--- src/rtl/hgc_pkg.sv ---
// Shared constants for the MDA/Hercules host register block.
// No logic of its own; the register offsets, reset values and bit positions live here.
// No flow control; everything here is a compile-time constant or a pure function.
package hgc_pkg;

    // Register offsets inside the 16-byte I/O window. CRTC occupies +0..+7.
    localparam logic [3:0] OFS_CTRL  = 4'h8;
    localparam logic [3:0] OFS_LPSET = 4'h9;
    localparam logic [3:0] OFS_STAT  = 4'hA;
    localparam logic [3:0] OFS_LPCLR = 4'hB;
    localparam logic [3:0] OFS_CONF  = 4'hF;

    // Mode control comes up as text mode, blink and video enabled.
    localparam logic [7:0] CTRL_RESET = 8'h28;

    // Mode control bit positions.
    localparam int CTRL_PAGE_BIT  = 7;
    localparam int CTRL_BLINK_BIT = 5;
    localparam int CTRL_VIDEO_BIT = 3;
    localparam int CTRL_GRPH_BIT  = 1;

    // Status bits 6..4 always read as ones on real MDA hardware.
    localparam logic [2:0] STAT_ONES = 3'b111;

    function automatic logic [7:0] stat_byte(input logic vsync_l, input logic video,
                                             input logic sw, input logic latch,
                                             input logic hsync);
        return {vsync_l, STAT_ONES, video, sw, latch, hsync};
    endfunction

endpackage

--- src/rtl/isa_strobe_sync.sv ---
// Synchronises one active-low ISA strobe and flags its falling edge.
// Latency: sync_l lags the pin by SYNC_STAGES clk; fall_p is high for one clk after that.
// No backpressure: a strobe held low fires once and never again until released.
//   clk, reset_l : clock, async active-low reset (flops reset to the inactive/high level)
//   raw_l        : asynchronous strobe pin
//   sync_l       : synchronised level;  fall_p : one-cycle falling-edge pulse
module isa_strobe_sync #(
    parameter int SYNC_STAGES = 2
) (
    input  logic clk,
    input  logic reset_l,
    input  logic raw_l,
    output logic sync_l,
    output logic fall_p
);

    logic [SYNC_STAGES-1:0] sync_q;
    logic                   last_q;

    always_ff @(posedge clk or negedge reset_l) begin
        if (!reset_l) begin
            sync_q <= '1;
            last_q <= 1'b1;
        end else begin
            sync_q <= {sync_q[SYNC_STAGES-2:0], raw_l};
            last_q <= sync_q[SYNC_STAGES-1];
        end
    end

    assign sync_l = sync_q[SYNC_STAGES-1];
    assign fall_p = last_q & ~sync_q[SYNC_STAGES-1];

endmodule

--- src/rtl/hgc_regfile.sv ---
// Host register block for the MDA/Hercules adapter: I/O decode, mode/config regs, status, blink.
// Latency: reads are combinational from the raw pins; writes land SYNC_STAGES+1 clk after iow_l falls.
// No backpressure: the ISA bus cannot be stalled; a held strobe produces exactly one write.
//   ISA side : bus_a, bus_aen, bus_ior_l/iow_l/memr_l/memw_l, bus_d in; bus_out, bus_dir out
//   CRTC/VRAM: crtc_cs/wr/rd, mem_cs/wr/rd out; crtc_rdata, vram_rdata in
//   Video    : hsync_in, vsync_l_in, video_in in; grph_mode, grph_page, video_enabled,
//              blink_enabled, cursor_blink, char_blink out
//   Lightpen : lpen_in, lpen_sw in; lpen_strobe out (active only with LIGHTPEN_EN defined)
module hgc_regfile
    import hgc_pkg::*;
#(
    parameter logic [19:0] IO_BASE      = 20'h003B0,
    parameter logic [3:0]  MEM_SEG      = 4'hB,
    parameter bit          HGC_EN       = 1'b1,
    parameter int          SYNC_STAGES  = 2,
    parameter int          BLINK_FRAMES = 8
) (
    input  logic        clk,
    input  logic        reset_l,
    input  logic [19:0] bus_a,
    input  logic        bus_aen,
    input  logic        bus_ior_l,
    input  logic        bus_iow_l,
    input  logic        bus_memr_l,
    input  logic        bus_memw_l,
    input  logic [7:0]  bus_d,
    output logic [7:0]  bus_out,
    output logic        bus_dir,
    input  logic [7:0]  crtc_rdata,
    input  logic [7:0]  vram_rdata,
    output logic        crtc_cs,
    output logic        crtc_wr,
    output logic        crtc_rd,
    output logic        mem_cs,
    output logic        mem_wr,
    output logic        mem_rd,
    input  logic        hsync_in,
    input  logic        vsync_l_in,
    input  logic        video_in,
    input  logic        lpen_in,
    input  logic        lpen_sw,
    output logic        lpen_strobe,
    output logic        grph_mode,
    output logic        grph_page,
    output logic        video_enabled,
    output logic        blink_enabled,
    output logic        cursor_blink,
    output logic        char_blink
);

    localparam int CW = (BLINK_FRAMES > 1) ? $clog2(BLINK_FRAMES) : 1;
    localparam logic [CW-1:0] FRAME_LAST = CW'(BLINK_FRAMES - 1);

    // ---------------- strobe synchronisers ----------------
    logic ior_sync_l, ior_fall, iow_sync_l, iow_fall;
    logic memr_sync_l, memr_fall, memw_sync_l, memw_fall;
    logic vs_sync_l, vs_fall;

    isa_strobe_sync #(.SYNC_STAGES(SYNC_STAGES)) u_ior  (.clk(clk), .reset_l(reset_l),
        .raw_l(bus_ior_l),  .sync_l(ior_sync_l),  .fall_p(ior_fall));
    isa_strobe_sync #(.SYNC_STAGES(SYNC_STAGES)) u_iow  (.clk(clk), .reset_l(reset_l),
        .raw_l(bus_iow_l),  .sync_l(iow_sync_l),  .fall_p(iow_fall));
    isa_strobe_sync #(.SYNC_STAGES(SYNC_STAGES)) u_memr (.clk(clk), .reset_l(reset_l),
        .raw_l(bus_memr_l), .sync_l(memr_sync_l), .fall_p(memr_fall));
    isa_strobe_sync #(.SYNC_STAGES(SYNC_STAGES)) u_memw (.clk(clk), .reset_l(reset_l),
        .raw_l(bus_memw_l), .sync_l(memw_sync_l), .fall_p(memw_fall));
    // vsync is active-low at the pin, so its falling edge is the start of vertical retrace.
    isa_strobe_sync #(.SYNC_STAGES(SYNC_STAGES)) u_vs   (.clk(clk), .reset_l(reset_l),
        .raw_l(vsync_l_in), .sync_l(vs_sync_l),   .fall_p(vs_fall));

    logic unused_sync;
    assign unused_sync = ^{ior_sync_l, iow_sync_l, memr_fall, memw_fall, vs_sync_l};

    // ---------------- address decode ----------------
    logic [7:0] ctrl_q, ctrl_d;
    logic [1:0] conf_q, conf_d;
    logic       io_win;
    logic       ctrl_sel, lpset_sel, stat_sel, lpclr_sel, conf_sel;

    assign io_win    = ~bus_aen & (bus_a[19:4] == IO_BASE[19:4]);
    assign crtc_cs   = ~bus_aen & (bus_a[19:3] == IO_BASE[19:3]);
    assign ctrl_sel  = io_win & (bus_a[3:0] == OFS_CTRL);
    assign lpset_sel = io_win & (bus_a[3:0] == OFS_LPSET);
    assign stat_sel  = io_win & (bus_a[3:0] == OFS_STAT);
    assign lpclr_sel = io_win & (bus_a[3:0] == OFS_LPCLR);
    assign conf_sel  = io_win & (bus_a[3:0] == OFS_CONF);

    assign grph_page     = ctrl_q[CTRL_PAGE_BIT] & HGC_EN;
    assign blink_enabled = ctrl_q[CTRL_BLINK_BIT];
    assign video_enabled = ctrl_q[CTRL_VIDEO_BIT];
    assign grph_mode     = ctrl_q[CTRL_GRPH_BIT];

    assign mem_cs  = (bus_a[19:15] == {MEM_SEG, grph_page});
    assign mem_wr  = ~memw_sync_l & mem_cs;
    assign mem_rd  = ~memr_sync_l & mem_cs;
    assign crtc_wr = iow_fall & crtc_cs;
    assign crtc_rd = ior_fall & crtc_cs;

    // ---------------- light pen ----------------
    logic stat_sw, stat_latch;
`ifdef LIGHTPEN_EN
    logic lpen_rise, lpen_sync_l, lpen_latch_q, lpen_latch_d;
    logic unused_lpen;

    // Inverting the pin turns the pen's rising edge into the synchroniser's falling edge.
    isa_strobe_sync #(.SYNC_STAGES(SYNC_STAGES)) u_lpen (.clk(clk), .reset_l(reset_l),
        .raw_l(~lpen_in), .sync_l(lpen_sync_l), .fall_p(lpen_rise));
    assign unused_lpen = lpen_sync_l;

    always_comb begin
        lpen_latch_d = lpen_latch_q;
        if (iow_fall && lpclr_sel) begin
            lpen_latch_d = 1'b0;    // clear beats a coincident pen edge
        end else if ((iow_fall && lpset_sel) || lpen_rise) begin
            lpen_latch_d = 1'b1;
        end
    end

    always_ff @(posedge clk or negedge reset_l) begin
        if (!reset_l) lpen_latch_q <= 1'b0;
        else          lpen_latch_q <= lpen_latch_d;
    end

    // Only the first pen hit after a clear triggers a CRTC capture.
    assign lpen_strobe = lpen_rise & ~lpen_latch_q;
    assign stat_sw     = lpen_sw;
    assign stat_latch  = lpen_latch_q;
`else
    logic unused_lpen;
    assign unused_lpen = ^{lpen_in, lpen_sw, lpset_sel, lpclr_sel};
    assign lpen_strobe = 1'b0;
    assign stat_sw     = 1'b0;
    assign stat_latch  = 1'b0;
`endif

    // ---------------- read path (combinational from raw pins) ----------------
    logic mem_rd_raw, stat_rd_raw, crtc_rd_raw;
    assign mem_rd_raw  = mem_cs & ~bus_memr_l;
    assign stat_rd_raw = stat_sel & ~bus_ior_l;
    assign crtc_rd_raw = crtc_cs & bus_a[0] & ~bus_ior_l;

    always_comb begin
        bus_out = 8'h00;
        if (mem_rd_raw)       bus_out = vram_rdata;
        else if (stat_rd_raw) bus_out = stat_byte(vsync_l_in, video_in, stat_sw,
                                                  stat_latch, hsync_in);
        else if (crtc_rd_raw) bus_out = crtc_rdata;
    end

    assign bus_dir = ((crtc_cs | stat_sel) & ~bus_ior_l) | (mem_cs & ~bus_memr_l);

    // ---------------- control, config and blink state ----------------
    logic [CW-1:0] frame_q, frame_d;
    logic          cursor_q, cursor_d, char_q, char_d;

    always_comb begin
        ctrl_d   = ctrl_q;
        conf_d   = conf_q;
        frame_d  = frame_q;
        cursor_d = cursor_q;
        char_d   = char_q;
        if (iow_fall && ctrl_sel) begin
            // Graphics mode and the second page need the matching config bit unlocked.
            ctrl_d = {bus_d[7] & conf_q[1] & HGC_EN, bus_d[6:2],
                      bus_d[1] & conf_q[0] & HGC_EN, bus_d[0]};
        end
        if (iow_fall && conf_sel && HGC_EN) begin
            conf_d = bus_d[1:0];
        end
        if (vs_fall) begin
            if (frame_q == FRAME_LAST) begin
                frame_d  = '0;
                cursor_d = ~cursor_q;
                // char blink runs at half the cursor rate: flip on each cursor 1->0.
                if (cursor_q) char_d = ~char_q;
            end else begin
                frame_d = frame_q + CW'(1);
            end
        end
    end

    always_ff @(posedge clk or negedge reset_l) begin
        if (!reset_l) begin
            ctrl_q   <= CTRL_RESET;
            conf_q   <= 2'b00;
            frame_q  <= '0;
            cursor_q <= 1'b0;
            char_q   <= 1'b0;
        end else begin
            ctrl_q   <= ctrl_d;
            conf_q   <= conf_d;
            frame_q  <= frame_d;
            cursor_q <= cursor_d;
            char_q   <= char_d;
        end
    end

    assign cursor_blink = cursor_q;
    assign char_blink   = char_q;

endmodule

--- config.mk ---
export PLATFORM = sky130hd
export DESIGN_NAME = hgc_regfile
export DESIGN_NICKNAME = d
export VERILOG_FILES = /design/src/rtl/hgc_pkg.sv /design/src/rtl/isa_strobe_sync.sv /design/src/rtl/hgc_regfile.sv
export SDC_FILE = /design/constraint.sdc
export NUM_CORES = 1
export LEC_CHECK = 0
export CORE_ASPECT_RATIO = 1.1
export CORE_UTILIZATION = 32
export CTS_BUF_LIST = sky130_fd_sc_hd__clkbuf_4
export DETAILED_ROUTE_END_ITERATION = 8
export PLACE_DENSITY = 0.77
export SYNTH_ARGS = -nofsm -noshare
export SYNTH_HDL_FRONTEND = slang
export SYNTH_SLANG_ARGS = --single-unit
--- constraint.sdc ---
create_clock -name clk -period 1.65 [get_ports clk]
set_input_delay 0.2475 -clock clk [delete_from_list [all_inputs] [get_ports clk]]
set_output_delay 0.2475 -clock clk [all_outputs]
set_load 0.1 [all_outputs]
==> metrics.md <==
| Metric | Value |
|---|---|
| Share of the synthesized area in the top cell type | `35.1%` |
| Crit Path Max Fanout | `4` |
| Worst path top cell family by delay | `flip-flops` |
| Post-route ant nets | `0` |
| Yosys Warn Count | `0` |
| First-pass iteration count of the detailed router | `4` |
| FF-to-FF setup slack | `-0.03 ns` |
| Post-Syn Instances | `101` |
| DRT iter0 DRCs | `49` |
| Inserted Diodes | `0` |
| Clk root buf | `clkbuf_4` |
| Via count | `1,179` |
| Max clock buf depth | `2` |
| Peak supply drop | `0.662 mV` |
| WHS | `0.221 ns` |
| Global-route wire length before repair | `5870 um` |
| Drt drc | `0` |
| Area grow syn2layout | `136%` |
| Final net count | `255` |
| Post-synth top area cell | `dfstp_2` |
| Grt ovf | `0` |
| Pwr dens | `671 mW/mm^2` |
| Main synth FF type | `dfstp_2` |
| FP Rows | `22` |
| Netlist Area Pre-Place | `0.00112 mm^2` |
| Slowest CP cell | `dfrtp_4` |
| Leak | `1.10 nW` |
| WP data required | `1.40 ns` |
| Initial core utilization | `33.7%` |
| H-tree levels | `1` |
| Largest net degree at the start of global routing | `25` |
| Mean Syn Cell Area | `11.1 um^2` |
| Unique masters post-synth | `34` |
| Instance count on the critical path | `4` |
| Crit path buffers/inverters | `1` |
| Worst R2R Start | `u_iow.last_q` |
| Final critical-path required period | `1.95 ns` |
| Status | `complete, but fails checks` |
| GP Congestion | `0.789` |
| Vias in the first global route | `1,260` |
| Violated checks | `negative setup slack` |
| Final setup viols | `21` |
| Synth cell count leaders | `dfstp_2, nand2_1, dfrtp_1, nor2_1, o21ai_0` |
| CP peak stage delay | `0.53 ns` |
| CTS tree | `built` |
| Register area share after synthesis | `55.2%` |
| WL final | `3670 um` |
| Max_cap viols | `0` |
| Dpl hpwl | `2900 um` |
| Critical path origin | `ctrl_q[7]` |
| Synthesized net count | `159` |
| Total area of sequential cells | `623 um^2` |
| GRT Resource Usage Total | `20.6%` |
| Max Freq | `0.513 GHz` |
| Final period util | `118%` |
| Reg clk slew, reported paths | `0.15 ns` |
| Register-to-Register Path Depth | `4` |
| CTS Buf Count | `3` |
| Clock Skew | `0.0172 ns` |
| Top cells by area, synth | `dfstp_2, dfrtp_1, mux2_2, nand2_1, o21ai_0` |
| EDFF count, synth | `0` |
| DR WL/cell | `15.1 um` |
| Num ports | `78` |
| Pwr Total | `1.78 mW` |
| Filler cells | `195` |
| RSZ-0062 raised after global routing | `true` |
| Ys async rst share | `100%` |
| Endpoint type of the worst setup path | `primary output` |
| Core area | `0.00333 mm^2` |
| Clock latency on the worst-skew pair | `0.32 ns` |
| # clock sinks | `24` |
| CP Capture Point | `bus_dir` |
| RR Endpoint | `conf_q[0]` |
| Layout cell share with drive strength beyond 1 | `58.7%` |
| Buffers on Ports | `71` |
| Crit path cell chain | `xor2_4 -> or2_4 -> o22ai_4 -> buf_12` |
| Chip height | `64.1 um` |
| Max-slew violations | `0` |
| Post-synthesis sequential element count | `24` |
| Die area | `0.00375 mm^2` |
| # hold bufs at CTS | `0` |
| Count leader, synth | `dfstp_2` |
| Vias per cell | `4.83` |
| Final Hold Viols | `0` |
| Worst Setup Path Type | `flip-flop to primary output` |
| CP startpoint kind | `flip-flop` |
| Initial antenna violation count | `0` |
| WP data arrival | `1.70 ns` |
| Final WS setup | `-0.298 ns` |
| Die width | `58.5 um` |
| Hold WC Path Type | `primary input to flip-flop` |
| Area of the multi-input gates | `793 um^2` |
-- cell usage in the layout, fill, tap and decap left out, drive strengths merged, types with 4 or more instances in the layout --
cell type / synthesis / final
o21ai: 7 / 7
clkbuf: 2 / 5
nand2: 10 / 10
dfstp: 15 / 15
dfrtp: 9 / 9
clkdlybuf4s15: 0 / 4
buf: 1 / 50
clkdlybuf4s50: 0 / 29
nor2: 8 / 8
mux2: 6 / 6
dlygate4sd2: 0 / 9
-- final cells by class --
| type | instances | share of cell area (%) |
|---|---|---|
| well taps | 48 | 2.26 |
| repair buffers | 94 | 41.7 |
| flip-flops and latches | 24 | 23.5 |
| clock inverters | 1 | 1.13 |
| inverters | 4 | 0.708 |
| clock buffers | 3 | 0.849 |
| multi-input cells | 70 | 29.9 |
-- timing repair --
action,CTS,global route
resized for setup,70,15
buffers inserted,2,4
pin swaps,17,22
setup endpoints to repair,21,21
-- through the flow --
step           util, %  setup slack, ns  setup TNS, ns  instances  cell area [um^2]
2_1_floorplan        -           -0.813          -6.01        101              1310
3_3_place_gp      72.5           -0.552          -9.45        237              2420
3_5_place_dp      72.5           -0.634         -10.87        237              2420
4_1_cts           78.3           -0.315          -4.22        243              2610
5_1_grt           79.6           -0.351          -4.68        244              2650
6_report          79.6           -0.298          -3.59        244              2650
-- sequential cells by signal, indices dropped and copies added, names as in the netlist --
register,cells
u_vs.last_q,1
ctrl_q,4
u_ior.last_q,1
u_ior.sync_q,2
u_memr.sync_q,2
conf_q,2
cursor_blink,1
u_vs.sync_q,2
u_iow.last_q,1
char_blink,1
u_iow.sync_q,2
u_memw.sync_q,2
frame_q,3
-- logic make-up (layout without fill, tap and decap cells) --
kind of cell / count (synthesis) / in the layout / share of synthesized area [%]
buffers and inverters: 7 / 102 / 2.68
multiplexers: 8 / 8 / 8.47
XOR/XNOR: 3 / 3 / 2.34
flip-flops: 24 / 24 / 55.2
other: 1 / 1 / 0.334
adder cells (fa/ha/maj): 2 / 2 / 2.23
AND/OR/NAND/NOR: 40 / 40 / 20.0
AO/OA/AOI/OAI: 16 / 16 / 8.81
-- per-layer routing --
layer,up-vias,global-route usage [%],wire [um]
met5,-,0,0
met1,570,23.4,1330
li1,545,-,-
met3,10,6.68,245
met2,54,36.4,2000
met4,0,5.95,99
-- where the power goes --
part           total (mW)  internal (mW)  switching, mW
Combinational       0.615          0.286          0.329
Clock               0.426          0.246          0.180
Sequential          0.739          0.675         0.0637
-- worst min-delay path by stage --
stage	from	end	slack (ns)	cells after the start
floorplan	reset_l	char_blink	-0.05	0
detailed placement	u_memw.sync_q[0]	u_memw.sync_q[1]	0.35	0
CTS	bus_ior_l	u_ior.sync_q[0]	0.21	1
finish	bus_ior_l	u_ior.sync_q[0]	0.22	1
global route	bus_ior_l	u_ior.sync_q[0]	0.20	1
global placement	u_iow.sync_q[0]	u_iow.sync_q[1]	0.35	0
Power figures use the tool's default switching activity.
